$ cat src/rtl/mem_port_arbiter.sv
// mem_port_arbiter: shares one data-memory port between fetch and load/store.
// Data wins by default; a saturating counter lets a starved fetch through.
module mem_port_arbiter #(
  parameter int STARVE_MAX = 4,
  parameter int IO_BIT     = 10
) (
  input  logic        clk,
  input  logic        rst,
  input  logic        i_req,
  input  logic [31:0] i_addr,
  output logic        i_gnt,
  output logic        i_rvalid,
  output logic [31:0] i_rdata,
  input  logic        d_req,
  input  logic [3:0]  d_we,
  input  logic [31:0] d_addr,
  input  logic [31:0] d_wdata,
  output logic        d_gnt,
  output logic        d_rvalid,
  output logic [31:0] d_rdata,
  output logic [3:0]  m_bank_en,
  output logic        m_re,
  output logic [31:0] m_addr,
  output logic [31:0] m_wdata,
  input  logic [31:0] m_rdata
);

  logic [3:0]  r_starve;
  logic        r_rsp_valid;
  logic        r_rsp_owner;
  logic        r_rsp_io;
  logic [31:0] r_io_hold;

  logic        w_fetch_pri;
  logic        w_d_rd;
  logic        w_rd_gnt;
  logic [31:0] w_rdata;

  assign w_fetch_pri = (r_starve == 4'(STARVE_MAX));
  assign w_d_rd      = (d_we == 4'h0);

  assign i_gnt = ~rst & i_req & (~d_req | w_fetch_pri);
  assign d_gnt = ~rst & d_req & ~i_gnt;

  assign w_rd_gnt = i_gnt | (d_gnt & w_d_rd);

  // Steer the granted requester onto the memory port; idle port is all zero.
  always_comb begin
    m_bank_en = 4'h0;
    m_re      = 1'b0;
    m_addr    = 32'h0;
    m_wdata   = 32'h0;
    unique case (1'b1)
      i_gnt: begin
        m_addr = i_addr;
        m_re   = 1'b1;
      end
      d_gnt: begin
        m_addr    = d_addr;
        m_re      = w_d_rd;
        m_bank_en = d_we;
        m_wdata   = w_d_rd ? 32'h0 : d_wdata;
      end
      default: ;
    endcase
  end

  // Count consecutive blocked fetch cycles, saturating at the threshold.
  always_ff @(posedge clk) begin
    if (rst) begin
      r_starve <= 4'h0;
    end else if (i_gnt) begin
      r_starve <= 4'h0;
    end else if (i_req && !w_fetch_pri) begin
      r_starve <= r_starve + 4'h1;
    end
  end

  // Remember who owns the read in flight and latch IO data at grant time.
  always_ff @(posedge clk) begin
    if (rst) begin
      r_rsp_valid <= 1'b0;
      r_rsp_owner <= 1'b0;
      r_rsp_io    <= 1'b0;
      r_io_hold   <= 32'h0;
    end else begin
      r_rsp_valid <= w_rd_gnt;
      if (w_rd_gnt) begin
        r_rsp_owner <= d_gnt;
        r_rsp_io    <= m_addr[IO_BIT];
        r_io_hold   <= m_rdata;
      end
    end
  end

  assign w_rdata  = r_rsp_io ? r_io_hold : m_rdata;
  assign i_rdata  = w_rdata;
  assign d_rdata  = w_rdata;
  assign i_rvalid = ~rst & r_rsp_valid & ~r_rsp_owner;
  assign d_rvalid = ~rst & r_rsp_valid & r_rsp_owner;

endmodule

$ cat config.mk
export PLATFORM = sky130hd
export DESIGN_NAME = mem_port_arbiter
export DESIGN_NICKNAME = d
export VERILOG_FILES = /design/src/rtl/mem_port_arbiter.sv
export SDC_FILE = /design/constraint.sdc
export NUM_CORES = 1
export LEC_CHECK = 0
export ABC_CLOCK_PERIOD_IN_PS = 5200
export CAP_MARGIN = 10
export CELL_PAD_IN_SITES_DETAIL_PLACEMENT = 1
export CELL_PAD_IN_SITES_GLOBAL_PLACEMENT = 1
export CORE_AREA = 2 2 107 109
export DETAILED_ROUTE_END_ITERATION = 10
export DIE_AREA = 0 0 109 111
export DONT_BUFFER_PORTS = 1
export PLACE_DENSITY_LB_ADDON = 0.12
export RECOVER_POWER = 100
export SLEW_MARGIN = 30
export SYNTH_ARGS = -nofsm -noshare
export SYNTH_HDL_FRONTEND = slang
export SYNTH_SLANG_ARGS = --single-unit
$ cat constraint.sdc
create_clock -name clk -period 5.2 [get_ports clk]
set_clock_uncertainty 0.2 [all_clocks]
set_input_delay 0.52 -clock clk [delete_from_list [all_inputs] [get_ports clk]]
set_output_delay 0.52 -clock clk [all_outputs]
set_load 0.01 [all_outputs]
-- Word level (Yosys, flattened, before mapping)
Cells that the tools add are included.
- register bits: 39
- input port bits: 136
- output and inout bits: 137
- word-level logic and storage cells: 31
- add/subtract/negate cells: 1
- equal/unequal tests: 1
- muxes and demuxes: 6
- bitwise gates (word level): 14
- reductions and logical operators: 4
- operator list (kind ; number):
    $mux W32 ; 3
    $pmux W32 S2 ; 1
    $and A1 B1 Y1 ; 8
    $add A4 B1 Y4 const B ; 1
    $eq A4 B3 Y1 const B ; 1
    $logic_not A4 Y1 ; 1
    $mux W4 ; 1
    $not A1 Y1 ; 4
    $or A1 B1 Y1 ; 2
    $pmux W1 S2 ; 1
    $reduce_or A2 Y1 ; 1
    $logic_and A1 B1 Y1 ; 1
    $logic_not A1 Y1 ; 1

-- Logic depth before layout (Yosys ltp)
Gate-level depths: netlist of run 1.
- depth in word-level cells: 7
- mapped depth: 9

-- Worst setup path before layout of run 1
Ideal clock, no wire load.
- kind: input -> output
- start point: in rst
- end point: out m_addr[12]
- arrival: 1.644 ns
- slack: 2.836 ns
- stages: 6
- buffers on the path: 3
- cells stage by stage: clkbuf_1 > nor2b_1 > and2_1 > buf_2 > clkbuf_1 > a22o_1
- word-level cells in the longest chain between the ends: 6
- ends and longest elaborated chain (item ; line ; source):
    start: declaration ; 8 ; input logic rst,
    $not A1 Y1 (*) ; 42, 43 ;
    $and A1 B1 Y1 (2 in series) ; 42 ; assign i_gnt = ~rst & i_req & (~d_req | w_fetch_pri);
    $not A1 Y1 ; 43 ; assign d_gnt = ~rst & d_req & ~i_gnt;
    $and A1 B1 Y1 ; 43 ;
    $pmux W32 S2 (*) ; 53 ; unique case (1'b1)
    end: declaration ; 23 ; output logic [31:0] m_addr,
Mark *: on every way between the ends. The rest lies on a longest branch, timed or not.

-- Worst setup path in the final report of run 1
- start point: reg r_starve[0]
- end point: out m_wdata[25]
- word-level cells in the longest chain between the ends: 6
- ends and longest elaborated chain (item ; line ; source):
    start: declaration ; 28 ; logic [3:0] r_starve;
    start signal: assignment ; 75 ; r_starve <= r_starve + 4'h1;
    $eq A4 B3 Y1 ; 39 ; assign w_fetch_pri = (r_starve == 4'(STARVE_MAX));
    $or A1 B1 Y1 ; 42 ;
    $and A1 B1 Y1 ; 42 ;
    $not A1 Y1 ; 43 ;
    $and A1 B1 Y1 ; 43 ;
    $mux W32 ; 53 ;
    end: declaration ; 24 ; output logic [31:0] m_wdata,
Every way passes these cells.

==> results of run 1 <==
## registers in the layout (all words and copies together), names as in the netlist
signal	count
r_io_hold	32
r_rsp_valid	1
r_starve	4
r_rsp_owner	1
r_rsp_io	1
## final timing paths
check,start,endpoint,depth (start not counted)
worst min register to register,r_io_hold[9],r_io_hold[9],2
worst min-delay path,rst,r_io_hold[10],1
worst max-delay path,r_starve[0],m_wdata[25],7
worst max register to register,r_starve[0],r_rsp_io,7
## per-stage QoR
stage | utilization, % | setup WS, ps | std cells
final | 24.84 | 1116 | 427
after global routing | 24.84 | 831.5 | 427
after CTS | 24.97 | 1224 | 427
after detailed placement | 23.27 | 1541 | 419
after global placement | 23.27 | 1598 | 419
after floorplan | - | 2836 | 336
## cell type report
type	count	area (sq um)	area share (%)
tap	143	178.9	6.503
clock buffer	6	128.9	4.684
timing repair buffer	5	26.28	0.9550
multi-input combinational	226	1551	56.39
sequential	39	780.7	28.38
inverter	6	25.02	0.9095
clock inverter	2	60.06	2.183
## Yosys cell counts, types with 2 or more instances
library cell	count	share of area (%)
sky130_fd_sc_hd__buf_2	13	2.4
sky130_fd_sc_hd__and2_1	33	7.5
sky130_fd_sc_hd__inv_1	5	0.68
sky130_fd_sc_hd__a22o_1	31	9.8
sky130_fd_sc_hd__nor3_1	5	0.91
sky130_fd_sc_hd__nand3_1	35	6.3
sky130_fd_sc_hd__buf_1	3	0.41
sky130_fd_sc_hd__nand2_1	3	0.41
sky130_fd_sc_hd__a21oi_1	32	5.8
sky130_fd_sc_hd__dfxtp_1	39	28
sky130_fd_sc_hd__nor3b_1	2	0.54
sky130_fd_sc_hd__ha_1	2	0.91
sky130_fd_sc_hd__buf_4	35	9.5
sky130_fd_sc_hd__and3_1	6	1.4
sky130_fd_sc_hd__mux2_2	32	13
sky130_fd_sc_hd__xor2_1	2	0.63
sky130_fd_sc_hd__clkbuf_1	13	1.8
sky130_fd_sc_hd__o21ai_0	20	3.6
sky130_fd_sc_hd__o21ai_1	12	2.2
## critical path: cells and delay by family (launching register included)
family,cells,cell delay [ps]
simple gates,4,1410
buf+inv,2,1100
flops,1,350
fa+ha+maj,1,210
## cells by family (layout without fill, tap and decap cells)
group	Yosys count	count (layout)	share of synthesized area [%]
muxes	33	33	13.42
adders and majority gates	2	2	0.9065
buffers and inverters	71	19	15.32
DFF	39	39	28.29
AOI/OAI and AO/OA	99	99	22.76
xor gates and xnor gates	3	3	0.9521
and+or+nand+nor	89	89	18.36
## layout by cell type (no fill, tap or decap), types with 3 or more instances in the layout
cell                        instances
sky130_fd_sc_hd__o21ai_0           20
sky130_fd_sc_hd__o21ai_1           12
sky130_fd_sc_hd__nand2_1            3
sky130_fd_sc_hd__a22o_1            31
sky130_fd_sc_hd__nand3_1           35
sky130_fd_sc_hd__clkbuf_16          5
sky130_fd_sc_hd__and3_1             6
sky130_fd_sc_hd__clkbuf_1           4
sky130_fd_sc_hd__and2_0            33
sky130_fd_sc_hd__inv_1              5
sky130_fd_sc_hd__mux2_1            32
sky130_fd_sc_hd__nor3_1             5
sky130_fd_sc_hd__a21oi_1           32
sky130_fd_sc_hd__dfxtp_1           39
## metal layers
| layer | up-vias | global-route usage, % |
|---|---|---|
| li1 | 1058 | - |
| met1 | 1092 | 17.48 |
| met2 | 135 | 24.47 |
| met3 | 7 | 3.410 |
| met4 | 0 | 3.248 |
| met5 | - | 0 |
## power breakdown
part           switching [mW]  internal, mW
clock                   0.127         0.275
sequential            0.00609         0.310
combinational          0.0942        0.0432
total                   0.227         0.629
==> impl_results.md, run 1 <==
* Total number of yosys warnings at 0
* Clock insertion delay at the later pin of the skew report at 280 ps
* Run status: finished, violations left
* Core box area at 0.01108 sq mm
* ANT nets after route at 0
* Unrepaired setup endpoints after global routing: no
* Deepest level of the CTS H-tree at 2
* Wire length of the first global-routing pass at 13300 um
* Largest stage delay on the critical path at approximately 1000 ps
* Top FF cell, synth: sky130_fd_sc_hd__dfxtp_1
* Highest metal layer with signal wires: met4
* Met3 routed WL at 727 um
* Share of post-route cells with drive strength above 1 at 3.521%
* Final cell area excluding filler cells at 0.002751 sq mm
* Min Tclk post-route at 4084 ps
* Post-DP HPWL at between 6000 and 7000 um
* Area post-placement at 0.002577 sq mm
* Upper clock frequency limit at 244.9 MHz
* Clock tree from TritonCTS: yes
* Crit-path max FO at 34
* Number of post-CTS setup repair buffers at 0
* Hold violation count in the final report at 0
* Nets@finish at between 400 and 500
* Required arrival time at the worst endpoint at 4480 ps
* Pre-antenna DRT Iters at 4
* Total via count after detailed routing at 2292
* Die Footprint at 0.01210 sq mm
* Netlist area before placement at 0.002760 sq mm
* Final WL at 9162 um
* Horizontal extent of the die at approximately 110 um
* Remaining design rule violation count at 0
* Static power due to leakage at 0.9552 nW
* Maximum ir drop on the vdd rail at 132.6 uV
* Final sum of negative setup slack at 0 ps
* Final Hold Slack at just over 100 ps
* # port buffers at 0
* Data arrival time at the worst-slack endpoint at 3360 ps
* Share of the yosys chip area belonging to registers at 28.29%
* Post-cts hold buffer count at 0
* Worst slew pin tran at slightly above 2000 ps
* Critical Setup Path Class: flop to output pin
* Master cell of the clock root buffer: sky130_fd_sc_hd__clkbuf_16
* Net count after synthesis at 474
* Clock net sink count at 39
* Slowest-stage cell, CP: sky130_fd_sc_hd__clkbuf_1
* Total power density per cell area at slightly above 300 mW/mm^2
* Met2 routed WL at 4635 um
* Count of distinct cell types in the synthesized netlist at 32
* Number of cell rows at 39
* HP Class: input pin to flop
* Filler Cell Count at 1295
* Register-to-register setup slack at ~1800 ps
* Worst-path clk slew at 60 ps
* Global route overflow at 0
* Failing checks: capacitance limit, slew limit
* Startpoint type of the worst setup path: flop
* Setup violation total in the final timing report at 0
* CP most frequent cell: sky130_fd_sc_hd__and2_0
* Endpoint class of the critical path: output pin
* Starting density of the core at 24.92%
* Number of synthesized register bits at 39
* Max-cap check violation count at 2
* Top-level I/O count at 273
* Maximum number of buffers from clock root to sink at 2
* Number of global-route vias before repair at 2342
* Initial antenna violation count at 0
* Number of buffers created by CTS at 5
* All-layer global routing usage at 14.15%
* Final total power at 0.8561 mW
* Routed metal-1 wirelength at 3718 um
* Resize count post-CTS at 0
* Number of standard cells after synthesis at 336
* Tightest slew margin relative to the limit at -35.19%
* Mean cell area of the mapped netlist at 8.215 sq um
* Violation count after the first detailed-routing iteration at 74
* Worst path cell trace: inv_1, ha_1, nand4b_1, and2_0, clkbuf_1, and2b_1, and2_0
* Count of flip-flops with a built-in enable after synthesis at 0
* Height of the chip at roughly 110 um
* Max Slew Vio Count at 70
* Avg WL per Cell at 21.46 um
* Share of the clock period used by the worst path at 78.54%
* Vias per cell at about 5.4
* Growth of design area from synthesis to finish at -0.3173%
* Antenna Diode Count at 0
* Maximum number of pins on one net before global-route repair at 72
* Share of flip-flops with an asynchronous set or reset at 0%
* Weighted congestion at the end of routability-driven global placement at 0.7764
Note: power is estimated with default switching activity, not from simulation.
==> run 2, diff against run 1 <==
--- a/config.mk
+++ b/config.mk
@@ -5,7 +5,7 @@
 export SDC_FILE = /design/constraint.sdc
 export NUM_CORES = 1
 export LEC_CHECK = 0
-export ABC_CLOCK_PERIOD_IN_PS = 5200
+export ABC_CLOCK_PERIOD_IN_PS = 3700
 export CAP_MARGIN = 10
 export CELL_PAD_IN_SITES_DETAIL_PLACEMENT = 1
 export CELL_PAD_IN_SITES_GLOBAL_PLACEMENT = 1
==> constraint.sdc (replaced) <==
create_clock -name clk -period 3.7 [get_ports clk]
set_clock_uncertainty 0.2 [all_clocks]
set_input_delay 0.37 -clock clk [delete_from_list [all_inputs] [get_ports clk]]
set_output_delay 0.37 -clock clk [all_outputs]
set_load 0.01 [all_outputs]
==> run 2 against run 1 <==
  * The flow still finishes with violations (capacitance limit, slew limit)
  * Utilization shrank 0.18 points
  * Worst setup slack lost 560 ps
  * Combinational power grew 49%
  * Sequential cell count is the same
  * Non-clock buffer count grew 2
  * Highest routed layer unchanged
  * Largest power group is now sequential cells
==> impl_results.md, run 2 (same netlist as run 1, synthesis figures left out) <==
* # port buffers at 0 (unchanged)
* Core box area at 0.01108 sq mm (unchanged)
* Biggest registers after layout: r_io_hold: 32 flops, r_starve: 4 flops
* Startpoint type of the worst setup path: flop
* Final Hold Slack at 50.38 ps (-51.25 ps)
* Resize count post-CTS at 0 (unchanged)
* All-layer global routing usage at 14.24% (+0.095 points)
* Worst slew pin tran at 2008 ps (-19.43 ps)
* Worst-path clk slew at 60 ps (about the same)
* Starting density of the core at 24.92% (unchanged)
* Endpoint class of the critical path: output pin
* Remaining design rule violation count at 0 (unchanged)
* HP Class: input pin to flop
* Share of post-route cells with drive strength above 1 at 4.545% (+1.0 points)
* Die Footprint at 0.01210 sq mm (unchanged)
* Vias per cell at 5.359 (-0.16%)
* Weighted congestion at the end of routability-driven global placement at 0.7613 (-1.9%)
* Crit-path max FO at 32 (-5.9%)
* Number of global-route vias before repair at 2316 (-1.1%)
* Growth of design area from synthesis to finish at -1.043%
* Nets@finish at 423 (+0.48%)
* Final sum of negative setup slack at 0 ps (unchanged)
* Max Slew Vio Count at 33 (-53%)
* Non-filler cells in the finished layout at 429 (+0.47%)
* Depth of the most critical reg-to-reg path at 8 (+1)
* R2R Path Start: r_starve[0]
* Pre-antenna DRT Iters at 4 (unchanged)
* Static power due to leakage at 0.9475 nW (-0.80%)
* Height of the chip at 111 um (unchanged)
* Tightest slew margin relative to the limit at -33.89% (+1.3 points)
* Initial antenna violation count at 0 (unchanged)
* Register-to-register setup slack at 630 ps (-1180 ps)
* Min Tclk post-route at 3142 ps
* Critical Setup Path Class: flop to output pin
* Number of cell rows at 39 (unchanged)
* Post-DP HPWL at 6564 um (+3.6%)
* Hold violation count in the final report at 0 (unchanged)
* Run status: finished, violations left
* Clock net sink count at 39 (unchanged)
* Number of buffers created by CTS at 5 (unchanged)
* Unrepaired setup endpoints after global routing: no
* Required arrival time at the worst endpoint at 3130 ps (-1350 ps)
* Clock insertion delay at the later pin of the skew report at 270 ps (about the same)
* ANT nets after route at 0 (unchanged)
* Antenna Diode Count at 0 (unchanged)
* Global route overflow at 0 (unchanged)
* Most frequent cells in the layout: sky130_fd_sc_hd__dfxtp_1 (39), sky130_fd_sc_hd__nand3_1 (35), sky130_fd_sc_hd__and2_0 (32), sky130_fd_sc_hd__a21oi_1 (32)
* Maximum ir drop on the vdd rail at 138.5 uV (+4.5%)
* Placed cell count at 420 (+0.24%)
* Largest register FFs at 32 (unchanged)
* Violation count after the first detailed-routing iteration at 111 (+50%)
* Maximum number of buffers from clock root to sink at 2 (unchanged)
* Setup violation total in the final timing report at 0 (unchanged)
* Upper clock frequency limit at 318.3 MHz
* Horizontal extent of the die at 109 um (unchanged)
* Top-level I/O count at 273 (unchanged)
* Max-cap check violation count at 1 (-1)
* Capturing instance or port of the critical path: d_rdata[30]
* Layout Utilization at 24.66% (-0.18 points)
* Share of the clock period used by the worst path at between 80% and 90%
* Number of post-CTS setup repair buffers at 0 (unchanged)
* Deepest level of the CTS H-tree at 2 (unchanged)
* Largest register by flop count: r_io_hold
* Master cell of the clock root buffer: sky130_fd_sc_hd__clkbuf_16
* Most common library cell in the layout ignoring fill and taps: sky130_fd_sc_hd__dfxtp_1
* CP startpoint: r_rsp_io
* Clock tree from TritonCTS: yes
* Total power density per cell area at 389.9 mW/mm^2 (+25%)
* Wire length of the first global-routing pass at 13230 um (-0.57%)
* Final total power at 1.065 mW (+24%)
* Avg WL per Cell at 21.30 um (-0.73%)
* Terminus of the critical flop-to-flop path: r_io_hold[16]
* Maximum number of pins on one net before global-route repair at 52 (-28%)
* Total via count after detailed routing at 2299 (+0.31%)
* Data arrival time at the worst-slack endpoint at 2570 ps (-790 ps)
* Final WL at 9138 um (-0.26%)
* Failing checks: capacitance limit, slew limit
run 2: changes by cell type in the layout (fill, tap and decap cells not counted):
cell,change
sky130_fd_sc_hd__clkbuf_1,+1
sky130_fd_sc_hd__inv_4,-1
sky130_fd_sc_hd__and2_1,+1
sky130_fd_sc_hd__buf_4,+1
sky130_fd_sc_hd__a211oi_1,-1
sky130_fd_sc_hd__and2_0,-1
sky130_fd_sc_hd__buf_12,+1
sky130_fd_sc_hd__o21ai_0,+3
sky130_fd_sc_hd__bufinv_16,-2
sky130_fd_sc_hd__mux2_1,-1
sky130_fd_sc_hd__clkinv_2,+2
sky130_fd_sc_hd__mux2_2,+1
sky130_fd_sc_hd__a211oi_2,+1
sky130_fd_sc_hd__o21ai_1,-3
run 2: report_power, final:
part	total, mW	switching [mW]	internal (mW)	leakage, nW
logic	0.204	0.141	0.0634	0.562
clock network	0.416	0.166	0.249	0.0679
registers	0.445	0.00865	0.437	0.317
total	1.06	0.316	0.749	0.947
run 2: critical path, cell delays in order, from the launching register on:
cell and delay [ps]:
sky130_fd_sc_hd__dfxtp_1 320, sky130_fd_sc_hd__clkbuf_1 1440, sky130_fd_sc_hd__mux2_1 530
run 2: routing by layer:
layer	vias to the layer above	share of wire [%]	routed length, um	global-route usage [%]
met2	131	51	4676	25.09
met4	0	0.98	90	3.504
met3	7	7.6	698	3.233
met1	1099	40	3672	17.22
met5	-	0	0	0
li1	1062	-	-	-
run 2: what timing repair did:
| item | in CTS | in global routing |
|---|---|---|
| endpoints found under the setup margin | 0 | 0 |
| hold buffers | 1 | 0 |
| endpoints found under the hold margin | 38 | 0 |
run 2: per-stage QoR:
stage | setup slack [ps] | cell area, sq um
detailed placement | 961.9 | 2585
finish | 558.1 | 2731
global route | 294.8 | 2731
floorplan | 1528 | 2760
CTS | 655.7 | 2743
global placement | 1053 | 2585
run 2: how the worst min path moves through the flow:
stage | cells past startpoint | slack [ps] | end | startpoint
floorplan | 2 | 240 | r_io_hold[0] | r_io_hold[0]
global placement | 2 | 240 | r_io_hold[15] | r_io_hold[15]
detailed placement | 1 | 250 | r_io_hold[11] | rst
CTS | 2 | 40 | r_io_hold[23] | m_rdata[23]
global route | 2 | 50 | r_io_hold[26] | m_rdata[26]
finish | 2 | 50 | r_io_hold[12] | m_rdata[12]
run 2: layout make-up:
cell class              count  area (sq um)
fillers                  1311          8346
multi-input cells         226          1556
flip-flops and latches     39         780.7
well taps                 143         178.9
clock buffers               7         132.6
repair buffers              7         53.80
inverters                   6         23.77
clock inverters             1         5.005
